==> src/rtl/mini_alu_pkg.sv <==
// mini_alu_pkg: shared widths, command record and sequencer states for the mini ALU controller.
// The command record carries a chain bit only when MINI_ALU_SEQ_CHAIN_EN is defined.
package mini_alu_pkg;
    localparam int OP_W = 4;
    localparam int RES_W = 20;
    typedef struct packed {
`ifdef MINI_ALU_SEQ_CHAIN_EN
        logic chain;
`endif
        logic [OP_W-1:0] op1;
        logic [OP_W-1:0] op2;
        logic operation;
        logic sign;
    } alu_cmd_t;
    typedef enum logic [1:0] {IDLE, DRIVE, RESP} seq_state_t;
endpackage

==> src/rtl/mini_alu_cmd_fifo.sv <==
// mini_alu_cmd_fifo: synchronous FIFO of ALU commands with full, empty and occupancy outputs.
// Pushes into a full FIFO and pops from an empty one are ignored.
module mini_alu_cmd_fifo
    import mini_alu_pkg::*;
#(
    parameter int DEPTH = 4
) (
    input  logic                     clk,
    input  logic                     rst,
    input  logic                     push,
    input  alu_cmd_t                 wdata,
    input  logic                     pop,
    output alu_cmd_t                 rdata,
    output logic                     full,
    output logic                     empty,
    output logic [$clog2(DEPTH):0]   count
);
    localparam int AW = $clog2(DEPTH);
    localparam int CW = AW + 1;
    alu_cmd_t mem [DEPTH];
    logic [AW-1:0] wptr, rptr;
    logic do_push, do_pop;
    assign full = count == CW'(DEPTH);
    assign empty = count == '0;
    assign do_push = push && !full;
    assign do_pop = pop && !empty;
    assign rdata = mem[rptr];
    always_ff @(posedge clk) begin
        if (do_push) mem[wptr] <= wdata;
    end
    // Pointers are exactly log2(DEPTH) wide, so wrapping is the natural overflow.
    always_ff @(posedge clk) begin
        if (rst) begin
            wptr <= '0;
            rptr <= '0;
            count <= '0;
        end else begin
            wptr <= do_push ? wptr + 1'b1 : wptr;
            rptr <= do_pop ? rptr + 1'b1 : rptr;
            count <= count + CW'(do_push) - CW'(do_pop);
        end
    end
endmodule

==> src/rtl/mini_alu_seq.sv <==
// mini_alu_seq: queues ALU commands, issues them one at a time and returns each result over a handshake.
// Define MINI_ALU_SEQ_CHAIN_EN to add cmd_chain, which feeds the previous result into op1.
module mini_alu_seq #(
    parameter int FIFO_DEPTH = 4,
    parameter int OP_W = 4,
    parameter int RES_W = 20
) (
    input  logic                          clk,
    input  logic                          rst,
    input  logic                          cmd_valid,
    output logic                          cmd_ready,
    input  logic [OP_W-1:0]               cmd_op1,
    input  logic [OP_W-1:0]               cmd_op2,
    input  logic                          cmd_operation,
    input  logic                          cmd_sign,
`ifdef MINI_ALU_SEQ_CHAIN_EN
    input  logic                          cmd_chain,
`endif
    output logic [OP_W-1:0]               alu_op1,
    output logic [OP_W-1:0]               alu_op2,
    output logic                          alu_operation,
    output logic                          alu_sign,
    input  logic [RES_W-1:0]              alu_result,
    output logic                          rsp_valid,
    input  logic                          rsp_ready,
    output logic [RES_W-1:0]              rsp_result,
    output logic                          busy,
    output logic [$clog2(FIFO_DEPTH):0]   fifo_count
);
    import mini_alu_pkg::*;
    seq_state_t state;
    alu_cmd_t wcmd, head;
    logic full, empty, pop;
    always_comb begin
        wcmd.op1 = cmd_op1;
        wcmd.op2 = cmd_op2;
        wcmd.operation = cmd_operation;
        wcmd.sign = cmd_sign;
`ifdef MINI_ALU_SEQ_CHAIN_EN
        wcmd.chain = cmd_chain;
`endif
    end
    assign cmd_ready = !full;
    assign pop = state == IDLE && !empty;
    assign busy = state != IDLE || !empty;
    mini_alu_cmd_fifo #(.DEPTH(FIFO_DEPTH)) u_fifo (
        .clk   (clk),
        .rst   (rst),
        .push  (cmd_valid),
        .wdata (wcmd),
        .pop   (pop),
        .rdata (head),
        .full  (full),
        .empty (empty),
        .count (fifo_count)
    );
    always_ff @(posedge clk) begin
        if (rst) begin
            state <= IDLE;
            alu_op1 <= '0;
            alu_op2 <= '0;
            alu_operation <= 1'b0;
            alu_sign <= 1'b0;
            rsp_valid <= 1'b0;
            rsp_result <= '0;
        end else begin
            case (state)
                IDLE: if (pop) begin
`ifdef MINI_ALU_SEQ_CHAIN_EN
                    // rsp_result keeps the last completed result, so it doubles as the chain source.
                    alu_op1 <= head.chain ? rsp_result[OP_W-1:0] : head.op1;
`else
                    alu_op1 <= head.op1;
`endif
                    alu_op2 <= head.op2;
                    alu_operation <= head.operation;
                    alu_sign <= head.sign;
                    state <= DRIVE;
                end
                DRIVE: begin
                    rsp_result <= alu_result;
                    rsp_valid <= 1'b1;
                    state <= RESP;
                end
                RESP: if (rsp_ready) begin
                    rsp_valid <= 1'b0;
                    state <= IDLE;
                end
                default: state <= IDLE;
            endcase
        end
    end
endmodule

==> config.mk <==
export PLATFORM = sky130hd
export DESIGN_NAME = mini_alu_seq
export DESIGN_NICKNAME = d
export VERILOG_FILES = /design/src/rtl/mini_alu_pkg.sv /design/src/rtl/mini_alu_cmd_fifo.sv /design/src/rtl/mini_alu_seq.sv
export SDC_FILE = /design/constraint.sdc
export NUM_CORES = 1
export LEC_CHECK = 0
export BUFFER_PORTS_ARGS = -buffer_cell sky130_fd_sc_hd__buf_4
export CAP_MARGIN = 20
export CORE_UTILIZATION = 48
export CTS_CLUSTER_DIAMETER = 100
export DETAILED_ROUTE_END_ITERATION = 10
export GPL_ROUTABILITY_DRIVEN = 0
export PLACE_DENSITY_LB_ADDON = 0.3
export SYNTH_ARGS = -nofsm -noshare
export SYNTH_HDL_FRONTEND = slang
export SYNTH_SLANG_ARGS = --single-unit
==> constraint.sdc <==
create_clock -name clk -period 2.1 [get_ports clk]
set_input_delay 0.42 -clock clk [delete_from_list [all_inputs] [get_ports clk]]
set_output_delay 0.42 -clock clk [all_outputs]
set_load 0.005 [all_outputs]
==> run_results.csv, run 1 <==
group,metric,value,unit
run_status,status,"finished, final reports clean",
die,die_h,82.2,um
setup_path,critPathMaxFanout,2,
finish,n_antenna_cell,0,
logic_synthesis,synth_warnings,0,
clock_tree,cts_root_buf,"clkbuf_8",
grt,grt_max_degree,42,
setup_path,worstSetupStartpointType,"flip-flop",
die,ioPinCount,70,
clock_tree,clk_latency,0.35,ns
setup_path,r2r_start,"u_fifo.count[2]",
detailed_routing,num_vias,2118,
sta,min_period,2.00,ns
sta,final-max-slew-violation-count,0,
finish,multi_input_area,985,sq um
detailed_routing,routed_wl,5990,um
die,fp.dieW,82.2,um
clock_tree,numCtsBuffers,9,
logic_synthesis,synth.distinct_cells,28,
die,die_area,0.00676,sq mm
hold_path,hp-class,"in2reg",
logic_synthesis,synth-async-reset-ratio,0,%
logic_synthesis,synth_cells,249,
die,core,0.00606,sq mm
detailed_routing,routed_via_density,5.19,
sta,timing.final.crit_share,95.1,%
clock_tree,cts_sinks,80,
detailed_routing,highest_layer,"met4",
finish,mostFrequentLayoutCell,"buf_4",
logic_synthesis,ys_dominant_reg_cell,"edfxtp_1",
clock_tree,cts.path.max_buffers,2,
sta,timing.fmax,500,MHz
finish,syn2layout_area_growth,28.9,%
setup_path,required,2.33,ns
placed_design,hpwlAfterDp,3920,um
finish,fin_nets,369,
placed_design,portBuffers,69,
detailed_routing,ant_nets,0,
clock_tree,cts_tree,"built",
detailed_routing,dr_wl_met2,2800,um
detailed_routing,wl_per_cell,14.7,um
grt,overflow,0,
run,max_cap_violations,0,
power,leakagePower,0.00157,uW
finish,fillerInstances,475,
logic_synthesis,ys_seq_elements,80,
detailed_routing,dr_wl_met3,431,um
logic_synthesis,syn-cell-area,0.00309,sq mm
die,start_util,51.0,%
detailed_routing,remaining_drc_errors,0,
sta,hold_viol,0,
setup_path,arrival,2.22,ns
setup_path,setup.worst_path.class,"reg2reg",
finish,register_area,0.00200,sq mm
setup_path,endpoint_kind,"flip-flop",
grt,grt_pass1_wl,8890,um
logic_synthesis,syn_area_per_cell,12.4,sq um
clock_tree,clkSlewWorstSetupHoldPaths,0.08,ns
die,placementRows,28,
setup_path,crit_start,"u_fifo.count[2]",
clock_tree,htreeDepth,3,
sta,setup_viol,0,
finish,drive_gt1_share,33.9,%
sta,skew,0.00638,ns
logic_synthesis,synth_edf_count,40,
grt,antenna_found_initial,0,
detailed_routing,drtPass1Iterations,4,
detailed_routing,wl_met1,2620,um
power,ir_drop,850,uV
finish,fin_cells,408,
placed_design,dp.cells,391,
clock_tree,hold_buffers,0,
sta,slew_headroom,50.8,%
grt,grt_usage,18.5,%
hold_path,worstHoldStart,"cmd_op1[2]",
detailed_routing,first_iter_violations,90,
sta,hold-worst-slack,0.265,ns
logic_synthesis,ys_seq_area_share,64.8,%
sta,tightest_slew,0.738,ns
grt,grt_pass1_vias,1864,
logic_synthesis,syn_nets,290,
finish,mostFrequentLayoutCells,"83 x buf_4, 42 x nand2_1, 40 x edfxtp_1, 38 x dfxtp_1, 35 x a21oi_1",
power,power.density,1300,mW/mm^2
-- sequential cells by signal (all words and copies together), names as in the netlist --
signal / count
alu_op1: 4
alu_op2: 4
alu_operation: 1
alu_sign: 1
rsp_result: 20
rsp_valid: 1
state: 2
u_fifo.count: 3
u_fifo.mem: 40
u_fifo.rptr: 2
u_fifo.wptr: 2
-- cell usage after synthesis (5+ instances only) --
master | count | share of area [%]
nand2_1 | 42 | 5.1
nand3_1 | 12 | 1.9
o21ai_0 | 13 | 2.1
dfxtp_1 | 40 | 26
nor2_1 | 5 | 0.61
buf_2 | 8 | 1.3
ha_1 | 6 | 2.4
inv_1 | 9 | 1.1
clkbuf_1 | 5 | 0.61
edfxtp_1 | 40 | 39
a21oi_1 | 35 | 5.7
mux4_2 | 6 | 4.4
-- path summary, 6_finish.rpt --
kind	endpoint	slack, ns	depth (start not counted)
min	u_fifo.mem[2][8]	0.27	1
min reg2reg	rsp_result[19]	0.46	2
max reg2reg	u_fifo.count[2]	0.10	9
max	u_fifo.count[2]	0.10	9
-- kinds of logic (layout without fill, tap and decap cells) --
logic type               after synthesis  after routing  share of synthesized area [%]
adder cells (fa/ha/maj)                7              7                           3.08
AO/OA/AOI/OAI                         50             50                           8.34
buffers and inverters                 24            108                           4.01
flip-flops                            80             80                           64.8
AND/OR/NAND/NOR                       76             76                           11.4
XOR/XNOR                               2              2                          0.567
multiplexers                          10             10                           7.78
-- repair_timing --
action	CTS	global route
resized for setup	0	7
hold endpoints to repair	0	0
setup endpoints to repair	0	1
buffers inserted	0	1
-- critical path: stages, from the launching register on --
cell and delay (ns):
dfxtp_2 0.34, nor3_4 0.20, nor2_2 0.06, ha_1 0.27, inv_1 0.04, ha_2 0.18
fa_2 0.37, xnor2_2 0.16, xnor2_1 0.19, nor2_1 0.06
-- routing by layer --
metal  vias to the layer above  GRT usage [%]
met1                       984           22.9
met3                        12           4.40
met5                         -              0
met2                        71           29.9
met4                         0           10.4
li1                       1051              -
-- power breakdown --
part / internal (uW) / leakage, uW / switching, uW / total (uW)
Clock: 791 / 0.000117 / 552 / 1340
Combinational: 866 / 0.000756 / 851 / 1720
Sequential: 1940 / 0.000695 / 170 / 2110
-- layout make-up --
cell class	instances	share of cell area [%]
Sequential cell	80	50.3
Clock inverter	7	2.98
Timing Repair Buffer	83	15.6
Inverter	9	0.848
Tap cell	75	2.36
Multi-Input combinational cell	145	24.7
Clock buffer	9	3.11
-- stage by stage --
stage          TNS [ns]  utilization (%)  power [uW]  setup slack, ns  area (sq um)
2_1_floorplan         0                -        3120           0.0660          3090
3_3_place_gp          0             61.2        3740            0.151          3710
3_5_place_dp          0             61.2        3790           0.0783          3710
4_1_cts               0             65.2        5130           0.0530          3950
5_1_grt        -0.00499             65.7        5510         -0.00499          3980
6_report              0             65.7        5170            0.102          3980
(Power assumes the default switching activity.)
==> run 2, diff against run 1 <==
--- a/config.mk
+++ b/config.mk
@@ -11,7 +11,7 @@
 export CTS_CLUSTER_DIAMETER = 100
 export DETAILED_ROUTE_END_ITERATION = 10
 export GPL_ROUTABILITY_DRIVEN = 0
-export PLACE_DENSITY_LB_ADDON = 0.3
+export PLACE_DENSITY = 0.79
 export SYNTH_ARGS = -nofsm -noshare
 export SYNTH_HDL_FRONTEND = slang
 export SYNTH_SLANG_ARGS = --single-unit
==> run 2 against run 1 <==
Total power down 8.0%. Cell area down 2.2%. Combinational power about the same. Fmax up 0.62%. Wire length up 0.23%. Sequential cell count unchanged. Critical path type unchanged.
==> run_results.csv, run 2 (same netlist as run 1, synthesis figures left out) <==
group,metric,value,unit
run_status,status,"finished, final reports clean",
clock_tree,cts.path.max_buffers,2,
die,start_util,51.0,%
finish,drive_gt1_share,33.3,%
die,die_h,82.2,um
finish,regMostFlops,"u_fifo.mem",
sta,skew,0.00908,ns
clock_tree,cts_sinks,80,
sta,fin_tns_setup,0,ns
clock_tree,clk_latency,0.34,ns
setup_path,endpoint_kind,"flip-flop",
sta,timing.final.crit_share,94.6,%
grt,grt_pass1_vias,1973,
die,core,0.00606,sq mm
finish,fin_nets,369,
die,placementRows,28,
detailed_routing,routed_via_density,5.18,
sta,tightest_slew,0.744,ns
die,fp.dieW,82.2,um
sta,timing.fmax,504,MHz
detailed_routing,ant_nets,0,
detailed_routing,first_iter_violations,105,
clock_tree,cts_root_buf,"clkbuf_8",
sta,slew_headroom,50.4,%
detailed_routing,wl_per_cell,14.7,um
detailed_routing,drtPass1Iterations,5,
finish,n_antenna_cell,0,
hold_path,hp-class,"in2reg",
setup_path,critPathMaxFanout,2,
setup_path,required,2.31,ns
sta,hold-worst-slack,0.274,ns
grt,grt_pass1_wl,8980,um
power,ir_drop,630,uV
placed_design,hpwlAfterDp,4130,um
sta,rsz0062_at_grt,"no",
detailed_routing,remaining_drc_errors,0,
sta,setup_viol,0,
grt,grt_usage,18.3,%
detailed_routing,num_vias,2115,
power,leakagePower,0.00154,uW
clock_tree,hold_buffers,0,
setup_path,setup.worst_path.class,"reg2reg",
detailed_routing,routed_wl,6000,um
finish,top_regs,"u_fifo.mem: 40 flops, rsp_result: 20 flops",
clock_tree,htreeDepth,3,
sta,final-max-slew-violation-count,0,
setup_path,arrival,2.19,ns
clock_tree,cts_tree,"built",
die,ioPinCount,70,
finish,mostFrequentLayoutCells,"83 x buf_4, 42 x nand2_1, 40 x edfxtp_1, 39 x dfxtp_1, 35 x a21oi_1",
finish,syn2layout_area_growth,26.1,%
power,power.density,1220,mW/mm^2
grt,overflow,0,
clock_tree,numCtsBuffers,9,
sta,min_period,1.99,ns
clock_tree,clkSlewWorstSetupHoldPaths,0.08,ns
grt,grt_max_degree,42,
placed_design,portBuffers,69,
setup_path,worstSetupStartpointType,"flip-flop",
grt,antenna_found_initial,0,
sta,hold_viol,0,
finish,mostFrequentLayoutCell,"buf_4",
finish,largest_register_ffs,40,
die,die_area,0.00676,sq mm
run,max_cap_violations,0,
run 2: changes by cell type in the layout (fill, tap and decap cells not counted), sizes merged:
cell,before,now
clkinv,2,5
inv,10,9
clkinvlp,1,0
bufinv,3,0
clkbuf,9,11
run 2: layout make-up:
type | instances | area, sq um
multi-input combinational | 145 | 985
sequential | 80 | 2000
clock buffer | 11 | 131
inverter | 9 | 33.8
fill | 477 | 2170
timing repair buffer | 83 | 623
tap | 75 | 93.8
clock inverter | 5 | 25.0
run 2: report_power, final:
group / switching [uW] / total, uW / internal, uW
sequential: 161 / 2100 / 1940
combinational: 852 / 1730 / 880
clock: 506 / 925 / 420
total: 1520 / 4760 / 3240
run 2: worst paths after layout:
check	startpoint	end	slack (ns)	depth (start not counted)
setup / recovery	u_fifo.count[2]	u_fifo.count[2]	0.11	9
hold / removal	cmd_op1[2]	u_fifo.mem[3][8]	0.27	1
setup reg to reg	u_fifo.count[2]	u_fifo.count[2]	0.11	9
hold reg to reg	rsp_result[5]	rsp_result[5]	0.46	2
run 2: per-layer routing:
metal | vias up | GRT usage, % | wire [um]
met4 | 0 | 5.26 | 25
met1 | 1000 | 21.2 | 2450
met2 | 69 | 31.7 | 3020
met3 | 4 | 6.48 | 504
met5 | - | 0 | 0
li1 | 1042 | - | -
run 2: through the flow:
step	utilization (%)	cell area (sq um)	worst slack (ns)	power (uW)	instances
final	64.3	3890	0.114	4760	408
after global routing	64.3	3890	0.00897	5060	408
after CTS	63.8	3860	0.0121	4740	407
after floorplan	-	3090	0.0660	3120	249
after global placement	61.2	3710	0.155	3740	391
after detailed placement	61.2	3710	0.0222	3820	391
run 2: what timing repair did:
item	4_1_cts	5_1_grt
setup buffers	0	1
resized for setup	0	6
setup endpoints to repair	0	1
run 2: critical path, stage by stage (launching register included):
cell     delay [ns]
dfxtp_2        0.34
nor3_4         0.20
nor2_2         0.07
ha_1           0.28
inv_1          0.04
ha_2           0.18
fa_2           0.37
xnor2_2        0.15
xnor2_1        0.18
nor2_1         0.06
